**config.mk**
```make
export PLATFORM = sky130hd
export DESIGN_NAME = i2c_slave_regs
export DESIGN_NICKNAME = d
export VERILOG_FILES = /design/src/rtl/i2c_pkg.sv /design/src/rtl/i2c_bus_sync.sv /design/src/rtl/i2c_slave_regs.sv
export SDC_FILE = /design/constraint.sdc
export NUM_CORES = 1
export LEC_CHECK = 0
export CORE_AREA = 10 10 127 129
export DETAILED_ROUTE_END_ITERATION = 8
export DIE_AREA = 0 0 137 139
export HOLD_SLACK_MARGIN = 0.15
export PLACE_DENSITY = 0.78
export SETUP_SLACK_MARGIN = 0.1
export SYNTH_ARGS = -nofsm -noshare
export SYNTH_HDL_FRONTEND = slang
export SYNTH_HIERARCHICAL = 1
export SYNTH_SLANG_ARGS = --single-unit
```
**constraint.sdc**
```tcl
create_clock -name clk -period 6.2 [get_ports clk]
set_clock_uncertainty 0.1 [all_clocks]
set_input_delay 1.24 -clock clk [delete_from_list [all_inputs] [get_ports clk]]
set_output_delay 1.24 -clock clk [all_outputs]
set_load 0.005 [all_outputs]
```
**src/rtl/i2c_pkg.sv**
```systemverilog
// Shared types and constants for the I2C register-file target.
package i2c_pkg;

  typedef enum logic [3:0] {
    ST_IDLE,
    ST_ADDR,
    ST_ADDR_ACK,
    ST_REG,
    ST_REG_ACK,
    ST_WDATA,
    ST_WDATA_ACK,
    ST_RDATA,
    ST_RDATA_ACK
  } i2c_state_e;

  localparam logic ACK  = 1'b0;
  localparam logic NACK = 1'b1;

  localparam logic [6:0] DEFAULT_SLAVE_ADDR = 7'b1101001;

endpackage

```
**src/rtl/i2c_bus_sync.sv**
```systemverilog
// Brings SCL/SDA into the clk domain and flags SCL edges plus START/STOP.
module i2c_bus_sync (
  input  logic clk,
  input  logic reset,
  input  logic scl_in,
  input  logic sda_in,
  output logic sda,
  output logic scl_rise,
  output logic scl_fall,
  output logic start,
  output logic stop
);

  // [1:0] are the synchronizer stages, [2] holds the previous synchronized value
  logic [2:0] scl_pipe;
  logic [2:0] sda_pipe;

  // Synchronizer and history flops, idle-high out of reset
  always_ff @(posedge clk or posedge reset) begin
    if (reset) begin
      scl_pipe <= 3'b111;
      sda_pipe <= 3'b111;
    end else begin
      scl_pipe <= {scl_pipe[1:0], scl_in};
      sda_pipe <= {sda_pipe[1:0], sda_in};
    end
  end

  assign sda      = sda_pipe[1];
  assign scl_rise =  scl_pipe[1] & ~scl_pipe[2];
  assign scl_fall = ~scl_pipe[1] &  scl_pipe[2];
  assign start    =  sda_pipe[2] & ~sda_pipe[1] & scl_pipe[1] & scl_pipe[2];
  assign stop     = ~sda_pipe[2] &  sda_pipe[1] & scl_pipe[1] & scl_pipe[2];

endmodule

```
**src/rtl/i2c_slave_regs.sv**
```systemverilog
// I2C target exposing REG_DEPTH 8-bit registers; pointer auto-increment
// after each data byte is enabled by defining I2C_SLAVE_AUTOINC_EN.
module i2c_slave_regs
  import i2c_pkg::*;
#(
  parameter logic [6:0] SLAVE_ADDR = DEFAULT_SLAVE_ADDR,
  parameter int         REG_DEPTH  = 16
) (
  input  logic       clk,
  input  logic       reset,
  input  logic       scl_in,
  input  logic       sda_in,
  output logic       sda_oe,
  output logic       wr_strobe,
  output logic [7:0] wr_addr,
  output logic [7:0] wr_data,
  output logic       busy
);

  localparam int PW = (REG_DEPTH > 1) ? $clog2(REG_DEPTH) : 1;

  logic          sda;
  logic          scl_rise;
  logic          scl_fall;
  logic          start;
  logic          stop;
  i2c_state_e    state;
  logic [3:0]    bit_cnt;
  logic [6:0]    shift;
  logic [1:0]    phase;
  logic          is_read;
  logic [PW-1:0] ptr;
  logic [7:0]    regs [REG_DEPTH];
  logic [7:0]    rx_byte;
  logic [2:0]    rd_idx;

  i2c_bus_sync u_sync (
    .clk      (clk),
    .reset    (reset),
    .scl_in   (scl_in),
    .sda_in   (sda_in),
    .sda      (sda),
    .scl_rise (scl_rise),
    .scl_fall (scl_fall),
    .start    (start),
    .stop     (stop)
  );

  assign rx_byte = {shift, sda};
  assign rd_idx  = 3'd7 - bit_cnt[2:0];

  function automatic logic [PW-1:0] next_ptr(input logic [PW-1:0] p);
`ifdef I2C_SLAVE_AUTOINC_EN
    return p + PW'(1);
`else
    return p;
`endif
  endfunction

  // Protocol FSM, register file and all registered outputs
  always_ff @(posedge clk or posedge reset) begin
    if (reset) begin
      state     <= ST_IDLE;
      bit_cnt   <= 4'd0;
      shift     <= 7'd0;
      phase     <= 2'd0;
      is_read   <= 1'b0;
      ptr       <= '0;
      sda_oe    <= 1'b0;
      wr_strobe <= 1'b0;
      wr_addr   <= 8'd0;
      wr_data   <= 8'd0;
      busy      <= 1'b0;
      for (int i = 0; i < REG_DEPTH; i++) regs[i] <= 8'd0;
    end else begin
      wr_strobe <= 1'b0;
      if (start) begin
        state   <= ST_ADDR;
        bit_cnt <= 4'd0;
        phase   <= 2'd0;
        sda_oe  <= 1'b0;
        busy    <= 1'b0;
      end else if (stop) begin
        state  <= ST_IDLE;
        sda_oe <= 1'b0;
        busy   <= 1'b0;
      end else begin
        case (state)
          ST_IDLE: begin
          end
          ST_ADDR, ST_REG, ST_WDATA: begin
            if (scl_rise) begin
              shift   <= {shift[5:0], sda};
              bit_cnt <= bit_cnt + 4'd1;
              if (bit_cnt == 4'd7) begin
                bit_cnt <= 4'd0;
                phase   <= 2'd0;
                case (state)
                  ST_ADDR: begin
                    if (rx_byte[7:1] == SLAVE_ADDR) begin
                      busy    <= 1'b1;
                      is_read <= rx_byte[0];
                      state   <= ST_ADDR_ACK;
                    end else begin
                      state <= ST_IDLE;
                    end
                  end
                  ST_REG: begin
                    if ({1'b0, rx_byte} < 9'(REG_DEPTH)) begin
                      ptr   <= rx_byte[PW-1:0];
                      state <= ST_REG_ACK;
                    end else begin
                      busy  <= 1'b0;
                      state <= ST_IDLE;
                    end
                  end
                  default: begin
                    regs[ptr] <= rx_byte;
                    wr_strobe <= 1'b1;
                    wr_addr   <= 8'(ptr);
                    wr_data   <= rx_byte;
                    ptr       <= next_ptr(ptr);
                    state     <= ST_WDATA_ACK;
                  end
                endcase
              end
            end
          end
          ST_ADDR_ACK, ST_REG_ACK, ST_WDATA_ACK: begin
            // phase 0: drive ACK on the fall, 1: wait for the 9th rise, 2: release on the fall
            case (phase)
              2'd0: if (scl_fall) begin sda_oe <= ~ACK; phase <= 2'd1; end
              2'd1: if (scl_rise) phase <= 2'd2;
              2'd2: begin
                if (scl_fall) begin
                  phase   <= 2'd0;
                  bit_cnt <= 4'd0;
                  sda_oe  <= 1'b0;
                  if (state == ST_ADDR_ACK && is_read) begin
                    sda_oe <= ~regs[ptr][7];
                    state  <= ST_RDATA;
                  end else if (state == ST_ADDR_ACK) begin
                    state <= ST_REG;
                  end else begin
                    state <= ST_WDATA;
                  end
                end
              end
              default: phase <= 2'd0;
            endcase
          end
          ST_RDATA: begin
            if (scl_rise) begin
              bit_cnt <= bit_cnt + 4'd1;
            end else if (scl_fall) begin
              if (bit_cnt == 4'd8) begin
                sda_oe <= 1'b0;
                ptr    <= next_ptr(ptr);
                phase  <= 2'd0;
                state  <= ST_RDATA_ACK;
              end else begin
                sda_oe <= ~regs[ptr][rd_idx];
              end
            end
          end
          ST_RDATA_ACK: begin
            // phase 3 parks after a master NACK until START/STOP
            case (phase)
              2'd0: if (scl_rise) phase <= (sda == ACK) ? 2'd1 : 2'd3;
              2'd1: begin
                if (scl_fall) begin
                  bit_cnt <= 4'd0;
                  phase   <= 2'd0;
                  sda_oe  <= ~regs[ptr][7];
                  state   <= ST_RDATA;
                end
              end
              2'd3: phase <= 2'd3;
              default: phase <= 2'd0;
            endcase
          end
          default: state <= ST_IDLE;
        endcase
      end
    end
  end

endmodule

```
# Yosys cells after proc, flatten, opt, wreduce, memory -nomap -nowiden
# Index checks and enable logic that the tools add are counted.
totals:
  in_bits: 4
  output_inout_bits: 19
  register_bits: 171
  wordCells: 191
op_classes:
  n_bitwise: 18
  n_reduce_logical: 22
  order_cmp: 4
  mux: 75
  n_eq_ne: 41
  n_addsub: 2
ops:
  columns: ["cell", "n"]
  rows:
  - ["128-bit bitwise mux", 1]
  - ["4-bit 2-to-1 mux", 19]
  - ["4-bit != test (second input constant)", 14]
  - ["8-bit binary-select mux with 4-bit select", 1]
  - ["8-bit demux with 4-bit select", 1]
  - ["3-bit != test (second input constant)", 9]
  - ["2-bit 2-to-1 mux", 13]
  - ["1-bit 2-to-1 mux", 24]
  - ["8-bit 2-to-1 mux", 3]
  - ["4-bit by 3-bit == test with 1-bit output (second input constant)", 5]
  - ["4-bit one-hot mux with 5 select lines", 1]
  - ["10-bit AND reduction", 2]
  - ["6-bit AND reduction", 3]
  - ["4-bit one-hot mux with 4 select lines", 1]
  - ["5-bit != test (second input constant)", 3]
  - ["7-bit AND reduction", 2]
  - ["2-bit one-hot mux with 3 select lines", 2]
  - ["5-bit nonzero test", 2]
  - ["3-bit 2-to-1 mux", 3]
  - ["1-bit inverter", 9]
  - ["3-bit nonzero test", 3]
  - ["1-bit AND", 8]
  - ["4-bit by 2-bit == test with 1-bit output (second input constant)", 2]
  - ["4-bit == test (second input constant)", 2]
  - ["25 further kinds", 29]

# Logic depth before layout (Yosys ltp)
# Gate-level depths: netlist of run 1.
depth:
  ltp_word: 13
  ltp_mapped: 12
  depth_no_buf: 9

# By module
# The synthesis of run 1 kept the hierarchy.
modules_own_cells:
  columns: ["mod", "cells_per_inst", "n_inst", "area_per_inst_um2"]
  rows:
  - ["i2c_slave_regs", 601, 1, 8092.8]
  - ["i2c_bus_sync", 11, 1, 193.9]

# Worst setup path after synthesis of run 1
# Ideal clock, no wire load.
synth_path:
  path_kind: "flip-flop to flip-flop"
  start: "register u_sync.sda_pipe[1]"
  end: "register regs[64] in the netlist's numbering"
  period_less_slack_ns: 2.983
  path_buffers: 4
  stages_incl_launch_ff: 13
  setup_time_ns: 0.125
  arrival_ns: 2.759
  required_ns: 5.975
  slack_ns: 3.217
  path_cell_list: "dfstp_2 and4b_1 buf_2 or2_1 clkbuf_1 nor2_2 nand3_4 nor3_4 and3_1 buf_2 nor2b_1 buf_4 mux2_2"
synth_via:
  elab_chain_len: 6
synth_lines:
  columns: ["item", "line_no", "rtl"]
  rows:
  - ["start, declared", "i2c_bus_sync.sv:16", "logic [2:0] sda_pipe;"]
  - ["start signal, assigned", "i2c_bus_sync.sv:25", "sda_pipe <= {sda_pipe[1:0], sda_in};"]
  - ["1-bit inverter", "i2c_bus_sync.sv:32", "assign start = sda_pipe[2] & ~sda_pipe[1] & scl_pipe[1] & scl_pipe[2];"]
  - ["1-bit AND (3 in a row)", "i2c_bus_sync.sv:32", null]
  - ["named net start", "i2c_slave_regs.sv:25", "logic start;"]
  - ["1-bit inverter (no source line)", null, null]
  - ["6-bit AND reduction (no source line)", null, null]
  - ["end signal, assigned by index", "i2c_slave_regs.sv:118", "regs[ptr] <= rx_byte;"]
  - ["end, declared", "i2c_slave_regs.sv:33", "logic [7:0] regs [REG_DEPTH];"]
# The timed path passes the listed nets, and every way through them passes these cells.
# A chain may end at the register's enable or synchronous reset.

# Worst setup path after layout of run 1
layout_path:
  start: "register u_sync.sda_pipe[1]"
  end: "register regs[67] in the netlist's numbering"
# The elaborated chain is that of the path after synthesis.

==> metrics.cfg, run 1 <==
[logic_synthesis]
synth_top_cell_by_area=dfrtp_1
syn_area_mm2=0.00829
synth_fa_ha_area_frac=0.00302
yosysMostFrequentCell=dfrtp_1
synth_compound_area_frac=0.0486
synth_edf_count=0
avgSynthCellArea_um2=13.5
ys_seq_area_frac=0.517
syn_inst=612
async_flop_share=1.00
yosysWarnings=6
synth_xor_area_frac=0.00106
yosys_register_bits=171
synth_top_family_by_area=multiplexers
yosys.area.top_type_share=0.498
synth-simple-area-share=0.0897
synth_flop_cell=dfrtp_1
synth_commonest_cells=dfrtp_1, mux2_2, mux4_2
synthMuxAreaShare=0.309
yosys-top-cells-area=dfrtp_1, mux2_2, mux4_2
synth.distinct_cells=58

[sta]
max_slew_margin=0.342
fin_crit_sh=0.682
setup_viol_count_final=0
hold_viol_final=0
worst_slew_pin_slew_ps=984
rsz0062_at_grt=false
slew_viol_final=0
fin_crit_ps=4230
fin_setup_tns_ps=0
fmax_mhz=236
whs_ps=262

[global_route]
grt_max_degree=76
grt_pass1_wl_mm=28.9
grt.total_usage=0.195
antenna_found_initial=0
grt-ovfl-total=0
grt_pass1_vias=5232

[routing]
vias=5049
drc=0
wl_per_cell_um=22.2
drtAntennaViolNets=0
via_per_inst=6.30
routed_wl_mm=17.8
dr.pass1.iters=5
dr.first_iter.drc_count=447

[pwr]
p_int_w=0.00180
irDropWorstVdd_mv=0.331
power.switching_w=0.000554
pwr-share-seq=0.502
p_clk_frac=0.454
p_comb_frac=0.043
p_total_w=0.00235
static-leakage-power_nw=4.14
power.density_mw_per_mm2=257
switching_share=0.236

[cells_and_area]
final_area_mm2=0.00914
drive_above_1_share=0.407
final_nets=614
fillCellCount=943
multi_input_area_mm2=0.00376
synthToLayoutAreaGrowth_pct=10.3
final_cells=801
ff_latch_area_mm2=0.00429
n_antenna_cell=0

[place]
gp_congestion=0.843
placed_cell_area_mm2=0.00854
io_buffers=18
placed_cells=769
hpwl_mm=11.7

[job]
maxCapViolCount=0

[worst_setup_path]
slowest_stage=nor3_4
crit_type=flop to flop
crit_family=simple AND/OR/NAND/NOR gates
required_ps=6420
arrival_ps=4450
worst_setup_path_start_kind=flop
end_kind=flop
cp_max_fo=24
crit_buf_inv=0
max_stage_delay_ps=830
crit_chain=and4b_1 > or2_1 > nor2_2 > nand3_4 > nor3_4 > and3_1 > nor2b_1 > mux2_2

[die]
initial_core_util=0.606
die_height_um=139
coreArea_mm2=0.0137
ios=23
fp-row-count=43
die_w_um=137
die_area_mm2=0.0190

[clocking]
h-tree-depth=4
postCtsHoldBufs=0
clockBufferDepth=2
cts_tree=done
post_cts_buffers=0
cts-root-buf=clkbuf_16
cts_buffers=17
clk_latency_ps=430
cts.clk_slew.worst_paths_ps=60
cts_resized=0
cts_sinks=171

[status]
status=finished clean

[min_path]
hold_class=flop to flop

==> final cells by class <==
type                            instances  share of cell area
Sequential cell                       171               0.469
Multi-Input combinational cell        384               0.411
Clock buffer                           20              0.0511
Tap cell                              180              0.0247
Timing Repair Buffer                   23              0.0238
Clock inverter                         12              0.0147
Inverter                               11             0.00507
==> sequential cells by signal, indices dropped and copies added, names as in the netlist <==
name / cells
wr_addr: 4
wr_data: 8
is_read: 1
wr_strobe: 1
u_sync/sda_pipe: 3
busy: 1
regs: 128
shift: 7
bit_cnt: 4
phase: 2
ptr: 4
sda_oe: 1
u_sync/scl_pipe: 3
state: 4
==> kinds of logic after synthesis <==
family / count (synthesis)
AO/OA/AOI/OAI: 64
XOR/XNOR: 1
adder cells (fa/ha/maj): 2
buffers and inverters: 60
flip-flops: 171
multiplexers: 197
other: 1
AND/OR/NAND/NOR: 116
==> layout by cell type (no fill, tap or decap), types with 3 or more instances in the layout <==
cell / instances
nor2b_1: 5
nor3_1: 10
clkbuf_8: 3
clkinv_2: 4
nand2b_1: 8
conb_1: 4
nor3_4: 6
nor2_1: 16
nand3_1: 9
dfrtp_1: 163
nand2_1: 24
mux4_2: 32
inv_1: 9
inv_6: 3
and2_1: 3
o21ai_0: 25
mux2_2: 151
dfstp_2: 6
clkdlybuf4s50_1: 18
nor2_2: 7
a31oi_1: 5
nor4_1: 4
a21oi_1: 8
and4b_1: 3
buf_4: 5
clkbuf_16: 17
mux2i_1: 13
and3_1: 3
a211oi_1: 7
o31ai_1: 3
==> routing by layer <==
metal	GRT usage	vias up	part of all wire
met1	0.264	2670	0.44
met4	0.0605	0	0.016
met2	0.303	123	0.50
met3	0.0471	24	0.053
li1	-	2232	-
met5	0	-	0
==> power groups by stage <==
stage | clock (W) | combinational [W] | sequential [W]
after floorplan | 0 | 0.000106 | 0.00116
after detailed placement | 0 | 0.000102 | 0.00120
after global placement | 0 | 0.0000983 | 0.00120
final | 0.00107 | 0.000102 | 0.00118
after CTS | 0.00109 | 0.000103 | 0.00118
after global routing | 0.00114 | 0.000116 | 0.00118
==> per-stage QoR <==
stage,utilization,worst slack (ps)
after floorplan,-,398
after CTS,0.669,2000
after global routing,0.669,1730
final,0.669,1970
after detailed placement,0.625,2010
after global placement,0.625,2150
==> worst paths after layout <==
path                                 endpoint  slack (ps)               start  cells past startpoint
hold / removal             u_sync/scl_pipe[1]         260  u_sync/scl_pipe[0]                      0
setup / recovery                     regs[67]        1970  u_sync/sda_pipe[1]                      8
min in group asynchronous          wr_addr[3]        1230               reset                      2
hold reg to reg            u_sync/scl_pipe[1]         260  u_sync/scl_pipe[0]                      0
setup reg to reg                     regs[67]        1970  u_sync/sda_pipe[1]                      8
max in group asynchronous              ptr[0]        3680               reset                      3
==> worst register-to-register path, cell delays in order (launching register included) <==
cell and delay [ps]:
dfstp_2 810, and4b_1 350, or2_1 350, nor2_2 160
nand3_4 160, nor3_4 830, and3_1 380, nor2b_1 580
mux2_2 410
Note: power is estimated with default switching activity, not from simulation.
==> run 2, diff against run 1 <==
--- a/config.mk
+++ b/config.mk
@@ -5,11 +5,11 @@
 export SDC_FILE = /design/constraint.sdc
 export NUM_CORES = 1
 export LEC_CHECK = 0
-export CORE_AREA = 10 10 127 129
+export CORE_AREA = 10 10 133 135
 export DETAILED_ROUTE_END_ITERATION = 8
-export DIE_AREA = 0 0 137 139
+export DIE_AREA = 0 0 143 145
 export HOLD_SLACK_MARGIN = 0.15
-export PLACE_DENSITY = 0.78
+export PLACE_DENSITY = 0.74
 export SETUP_SLACK_MARGIN = 0.1
 export SYNTH_ARGS = -nofsm -noshare
 export SYNTH_HDL_FRONTEND = slang
==> constraint.sdc (replaced) <==
create_clock -name clk -period 3.85 [get_ports clk]
set_clock_uncertainty 0.1 [all_clocks]
set_input_delay 0.77 -clock clk [delete_from_list [all_inputs] [get_ports clk]]
set_output_delay 0.77 -clock clk [all_outputs]
set_load 0.005 [all_outputs]
==> run 2 against run 1 <==
Combinational power increased by 71%. Non-clock buffer count up 9. Highest routed layer unchanged. Critical endpoint is now regs[55]. Die area up 8.9%. Count of clock-buffer cells in the layout shrank 2. First-iteration DRC count shrank 6.5%.
==> metrics.cfg, run 2 (synthesized netlist as in run 1, its figures left out) <==
[status]
status=finished clean

[routing]
vias=5076  ; +0.53%
wl_per_cell_um=21.5  ; -3.2%
drtAntennaViolNets=0  ; unchanged
dr.pass1.iters=5  ; unchanged
routed_wl_mm=17.6  ; -1.1%
drc=0  ; unchanged
dr.first_iter.drc_count=418  ; -6.5%
via_per_inst=6.21  ; -1.6%

[clocking]
cts_buffers=17  ; unchanged
postCtsHoldBufs=0  ; unchanged
h-tree-depth=4  ; unchanged
cts_sinks=171  ; unchanged
cts.clk_slew.worst_paths_ps=60  ; about the same
clockBufferDepth=2  ; unchanged
cts_resized=0  ; unchanged
cts_tree=done
clk_latency_ps=440  ; about the same
cts-root-buf=clkbuf_16
post_cts_buffers=0  ; unchanged

[worst_setup_path]
crit_buf_inv=0  ; unchanged
arrival_ps=3400  ; -1050 ps
cpMostUsedCell=nor3_4
crit_chain=and4b_1 > or2_1 > nor2_2 > nand3_4 > nor3_4 > nand3_2 > nor3_4 > mux2_2
worst_setup_path_start_kind=flop
end_kind=flop
required_ps=4070  ; -2350 ps
crit_family=simple AND/OR/NAND/NOR gates
slowest_stage=dfstp_2
max_stage_delay_ps=530  ; -300 ps
crit_type=flop to flop
cp_max_fo=9  ; -63%

[cells_and_area]
largest_reg_flops=128  ; unchanged
top_register=regs
drive_above_1_share=0.416  ; +0.00847
layout_common_cells=dfrtp_1, mux2_2, mux4_2, o21ai_0, nand2_1
layout_commonest_cell=dfrtp_1
n_antenna_cell=0  ; unchanged
final_nets=623  ; +1.5%
reg.largest.list=regs: 128 flops, wr_data: 8 flops, shift: 7 flops
synthToLayoutAreaGrowth_pct=11.5

[sta]
whs_ps=260  ; -2.12 ps
fin_crit_sh=0.827  ; +0.144
fin_crit_ps=3180  ; -1050 ps
fmax_mhz=314  ; +33%
slew_viol_final=0  ; unchanged
worst_slew_pin_slew_ps=1190  ; +204 ps
setup_viol_count_final=0  ; unchanged
hold_viol_final=0  ; unchanged
max_slew_margin=0.208  ; -0.134
rsz0062_at_grt=false
fin_setup_tns_ps=0  ; unchanged

[die]
coreArea_mm2=0.0150  ; +10%
die_height_um=145  ; +4.3%
die_w_um=143  ; +4.4%
fp-row-count=45  ; +4.7%
initial_core_util=0.551  ; -0.0552
die_area_mm2=0.0207  ; +8.9%
ios=23  ; unchanged

[pwr]
p_int_w=0.00287  ; +60%
pwr-share-seq=0.499  ; -0.003
p_clk_frac=0.455  ; about the same
irDropWorstVdd_mv=0.337  ; +1.9%
p_comb_frac=0.046  ; +0.003
power.switching_w=0.000924  ; +67%
static-leakage-power_nw=4.18  ; +0.96%
switching_share=0.244  ; +0.00793
power.density_mw_per_mm2=411  ; +60%

[global_route]
grt_max_degree=58  ; -24%
grt_pass1_vias=5148  ; -1.6%
grt.total_usage=0.178  ; -0.0173
antenna_found_initial=0  ; unchanged
grt-ovfl-total=0  ; unchanged
grt_pass1_wl_mm=29.0  ; +0.36%

[place]
hpwl_mm=11.6  ; -1.1%
io_buffers=18  ; unchanged
gp_congestion=0.919  ; +8.9%

[job]
maxCapViolCount=0  ; unchanged

[min_path]
hold_class=flop to flop

[run 2: cell types whose count changed in the layout (fill, tap and decap cells not counted)]
cell        change
buf_12          +2
clkbuf_8        -2
clkinv_4        +1
inv_6           +1
clkinv_2        -3
clkinvlp_4      +3
buf_4           +7
[run 2: final timing paths]
check | cells past startpoint | start | slack (ps) | endpoint
worst max register to register | 8 | u_sync/sda_pipe[1] | 670 | regs[55]
min in group asynchronous | 2 | reset | 760 | bit_cnt[0]
max in group asynchronous | 3 | reset | 1930 | shift[4]
worst max-delay path | 8 | u_sync/sda_pipe[1] | 670 | regs[55]
worst min-delay path | 0 | u_sync/scl_pipe[0] | 260 | u_sync/scl_pipe[1]
worst min register to register | 0 | u_sync/scl_pipe[0] | 260 | u_sync/scl_pipe[1]
[run 2: through the flow]
step | util | setup slack (ps) | instance area (um^2) | cells | power, W
global placement | 0.575 | 757 | 8640 | 786 | 0.00209
global route | 0.614 | 464 | 9240 | 818 | 0.00394
finish | 0.614 | 666 | 9240 | 818 | 0.00379
detailed placement | 0.575 | 688 | 8640 | 786 | 0.00210
CTS | 0.614 | 671 | 9240 | 818 | 0.00383
floorplan | - | 867 | 8300 | 615 | 0.00204
[run 2: power groups by stage]
stage | logic (W) | registers, W | clock network (W)
global placement | 0.000169 | 0.00192 | 0
global route | 0.000197 | 0.00190 | 0.00184
CTS | 0.000173 | 0.00189 | 0.00176
detailed placement | 0.000173 | 0.00193 | 0
finish | 0.000174 | 0.00189 | 0.00173
floorplan | 0.000171 | 0.00187 | 0
[run 2: final cells by class]
cell class / count / area, um^2
fill: 1121 / 5800
multi-input combinational: 384 / 3760
tap: 188 / 235
clock buffer: 18 / 439
sequential: 171 / 4290
clock inverter: 14 / 160
timing repair buffer: 32 / 310
inverter: 11 / 45.0
[run 2: layer usage]
metal	vias up	global-route usage	share of wire
met3	18	0.0362	0.046
met5	-	0	0
li1	2256	-	-
met1	2654	0.241	0.45
met2	148	0.280	0.50
met4	0	0.0583	0.012
==> run 3, diff against run 2 <==
==> constraint.sdc (replaced) <==
create_clock -name clk -period 2.9 [get_ports clk]
set_clock_uncertainty 0.1 [all_clocks]
set_input_delay 0.58 -clock clk [delete_from_list [all_inputs] [get_ports clk]]
set_output_delay 0.58 -clock clk [all_outputs]
set_load 0.005 [all_outputs]
==> run 3 against run 2 <==
Wire length increased by 10%. Sequential cell count unchanged. Non-clock buffer count increased by 39. Global-route usage increased by 1.4 points. Cell count increased by 4.8%. Sequential share of layout area decreased by 2.4 points. Power increased by 35%. Highest routed layer unchanged.
==> metrics.cfg, run 3 (synthesized netlist as in run 1, its figures left out) <==
[global_route]
use_met2=0.298  ; +0.0181
grt_pass1_vias=5486  ; +6.6%
grt_max_degree=104  ; +79%
grt.total_usage=0.192  ; +0.0136
gr-max-usage-layer=met2
grt_pass1_wl_mm=31.1  ; +7.2%
use_met1=0.258  ; +0.0174
antenna_found_initial=0  ; unchanged
grt-ovfl-total=0  ; unchanged
grt.met3_usage=0.0434  ; +0.00717

[sta]
fin_crit_sh=0.946  ; +0.119
slew_viol_final=0  ; unchanged
setup_ws_ps=157  ; -509 ps
max_slew_margin=0.490  ; +0.282
fin_crit_ps=2740  ; -441 ps
worst_slew_pin_slew_ps=765  ; -424 ps
hold_viol_final=0  ; unchanged
setup_viol_count_final=0  ; unchanged
whs_ps=261  ; +1.04 ps
rsz0062_at_grt=true
fmax_mhz=365  ; +16%

[worst_setup_path]
crit_buf_inv=0  ; unchanged
arrival_ps=3030  ; -370 ps
crit_type=flop to flop
crit_chain=mux4_2 > mux2i_1 > a211oi_1 > a31oi_1 > o21ai_0 > a211oi_1 > o21a_1
slowest_stage=dfrtp_2
max_stage_delay_ps=770  ; +240 ps
end_kind=flop
worst_setup_path_start_kind=flop
crit_family=compound AO/OA/AOI/OAI gates
required_ps=3180  ; -890 ps
cpMostUsedCell=a211oi_1
startpoint=ptr[1]
cp_max_fo=23  ; +14
regToRegStartpoint=ptr[1]

[clocking]
cts.clk_slew.worst_paths_ps=60  ; about the same
cts-root-buf=clkbuf_16
postCtsHoldBufs=0  ; unchanged
cts_sinks=171  ; unchanged
cts_buffers=17  ; unchanged
h-tree-depth=4  ; unchanged
clk_latency_ps=440  ; about the same
cts_tree=done
clockBufferDepth=2  ; unchanged

[routing]
drtAntennaViolNets=0  ; unchanged
drc=0  ; unchanged
via_per_inst=6.17  ; -0.60%
dr.first_iter.drc_count=523  ; +25%
wl_per_cell_um=22.6  ; +5.0%
vias=5286  ; +4.1%
dr.pass1.iters=5  ; unchanged
routed_wl_mm=19.4  ; +10%

[place]
placed_cells=816  ; +3.8%
pre_cts_ws_ps=111  ; -577 ps
io_buffers=18  ; unchanged
gp_congestion=0.946  ; +3.0%
hpwl_mm=12.8  ; +11%

[min_path]
hold_class=flop to flop
hp-start=u_sync/scl_pipe[0]

[die]
die_height_um=145  ; unchanged
ios=23  ; unchanged
coreArea_mm2=0.0150  ; unchanged
fp-row-count=45  ; unchanged
die_area_mm2=0.0207  ; unchanged
die_w_um=143  ; unchanged
initial_core_util=0.551  ; unchanged

[job]
maxCapViolCount=0  ; unchanged

[pwr]
irDropWorstVdd_mv=0.451  ; +34%
static-leakage-power_nw=4.40  ; +5.4%
power.density_mw_per_mm2=527  ; +28%

[cells_and_area]
layout_common_cells=dfrtp_1, mux2_2, buf_4, mux4_2, mux2_4
final_cells=857  ; +4.8%
top_register=regs
drive_above_1_share=0.451  ; +0.0355
layout_commonest_cell=dfrtp_1
fillCellCount=1054  ; -6.0%
reg.largest.list=regs: 128 flops, wr_data: 8 flops, shift: 7 flops
final_nets=662  ; +6.3%
n_antenna_cell=0  ; unchanged
largest_reg_flops=128  ; unchanged
synthToLayoutAreaGrowth_pct=17.7

[status]
status=finished clean

==> run 3: metrics by stage <==
stage / util / total power [W] / TNS (ps) / cell area [um^2]
4_1_cts: 0.641 / 0.00515 / 0 / 9630
5_1_grt: 0.649 / 0.00532 / -0.725 / 9750
2_1_floorplan: - / 0.00271 / -1200 / 8430
6_report: 0.649 / 0.00514 / 0 / 9750
3_5_place_dp: 0.599 / 0.00283 / 0 / 9010
3_3_place_gp: 0.599 / 0.00282 / 0 / 9010
==> run 3: final timing paths <==
kind | end | slack (ps) | depth (start not counted)
max | sda_oe | 160 | 7
min | u_sync/scl_pipe[1] | 260 | 0
min in group asynchronous | sda_oe | 360 | 2
max reg2reg | sda_oe | 160 | 7
min reg2reg | u_sync/scl_pipe[1] | 260 | 0
max in group asynchronous | ptr[0] | 1510 | 3
==> run 3: per-layer routing <==
metal / wire (um) / up-vias
met5: 0 / -
met2: 9400 / 150
li1: - / 2334
met3: 832 / 42
met1: 8750 / 2760
met4: 371 / 0
==> run 3: cell type report <==
cell class	count	area [um^2]	area share
Clock buffer	19	433	0.0444
Clock inverter	13	165	0.0169
Inverter	11	45.0	0.00462
Multi-Input combinational cell	384	3920	0.402
Sequential cell	171	4290	0.440
Tap cell	188	235	0.0241
Timing Repair Buffer	71	664	0.0681
==> run 3: report_power, final <==
group / internal (W) / total [W] / switching, W
Combinational: 0.000114 / 0.000362 / 0.000248
Sequential: 0.00242 / 0.00244 / 0.0000253
Clock: 0.00136 / 0.00233 / 0.000971
==> run 3: repair_timing <==
| item | 4_1_cts | 5_1_grt |
|---|---|---|
| gates resized for setup | 1 | 14 |
| pin swaps | 1 | 3 |
| buffers inserted | 2 | 7 |
| setup endpoints to repair | 9 | 85 |
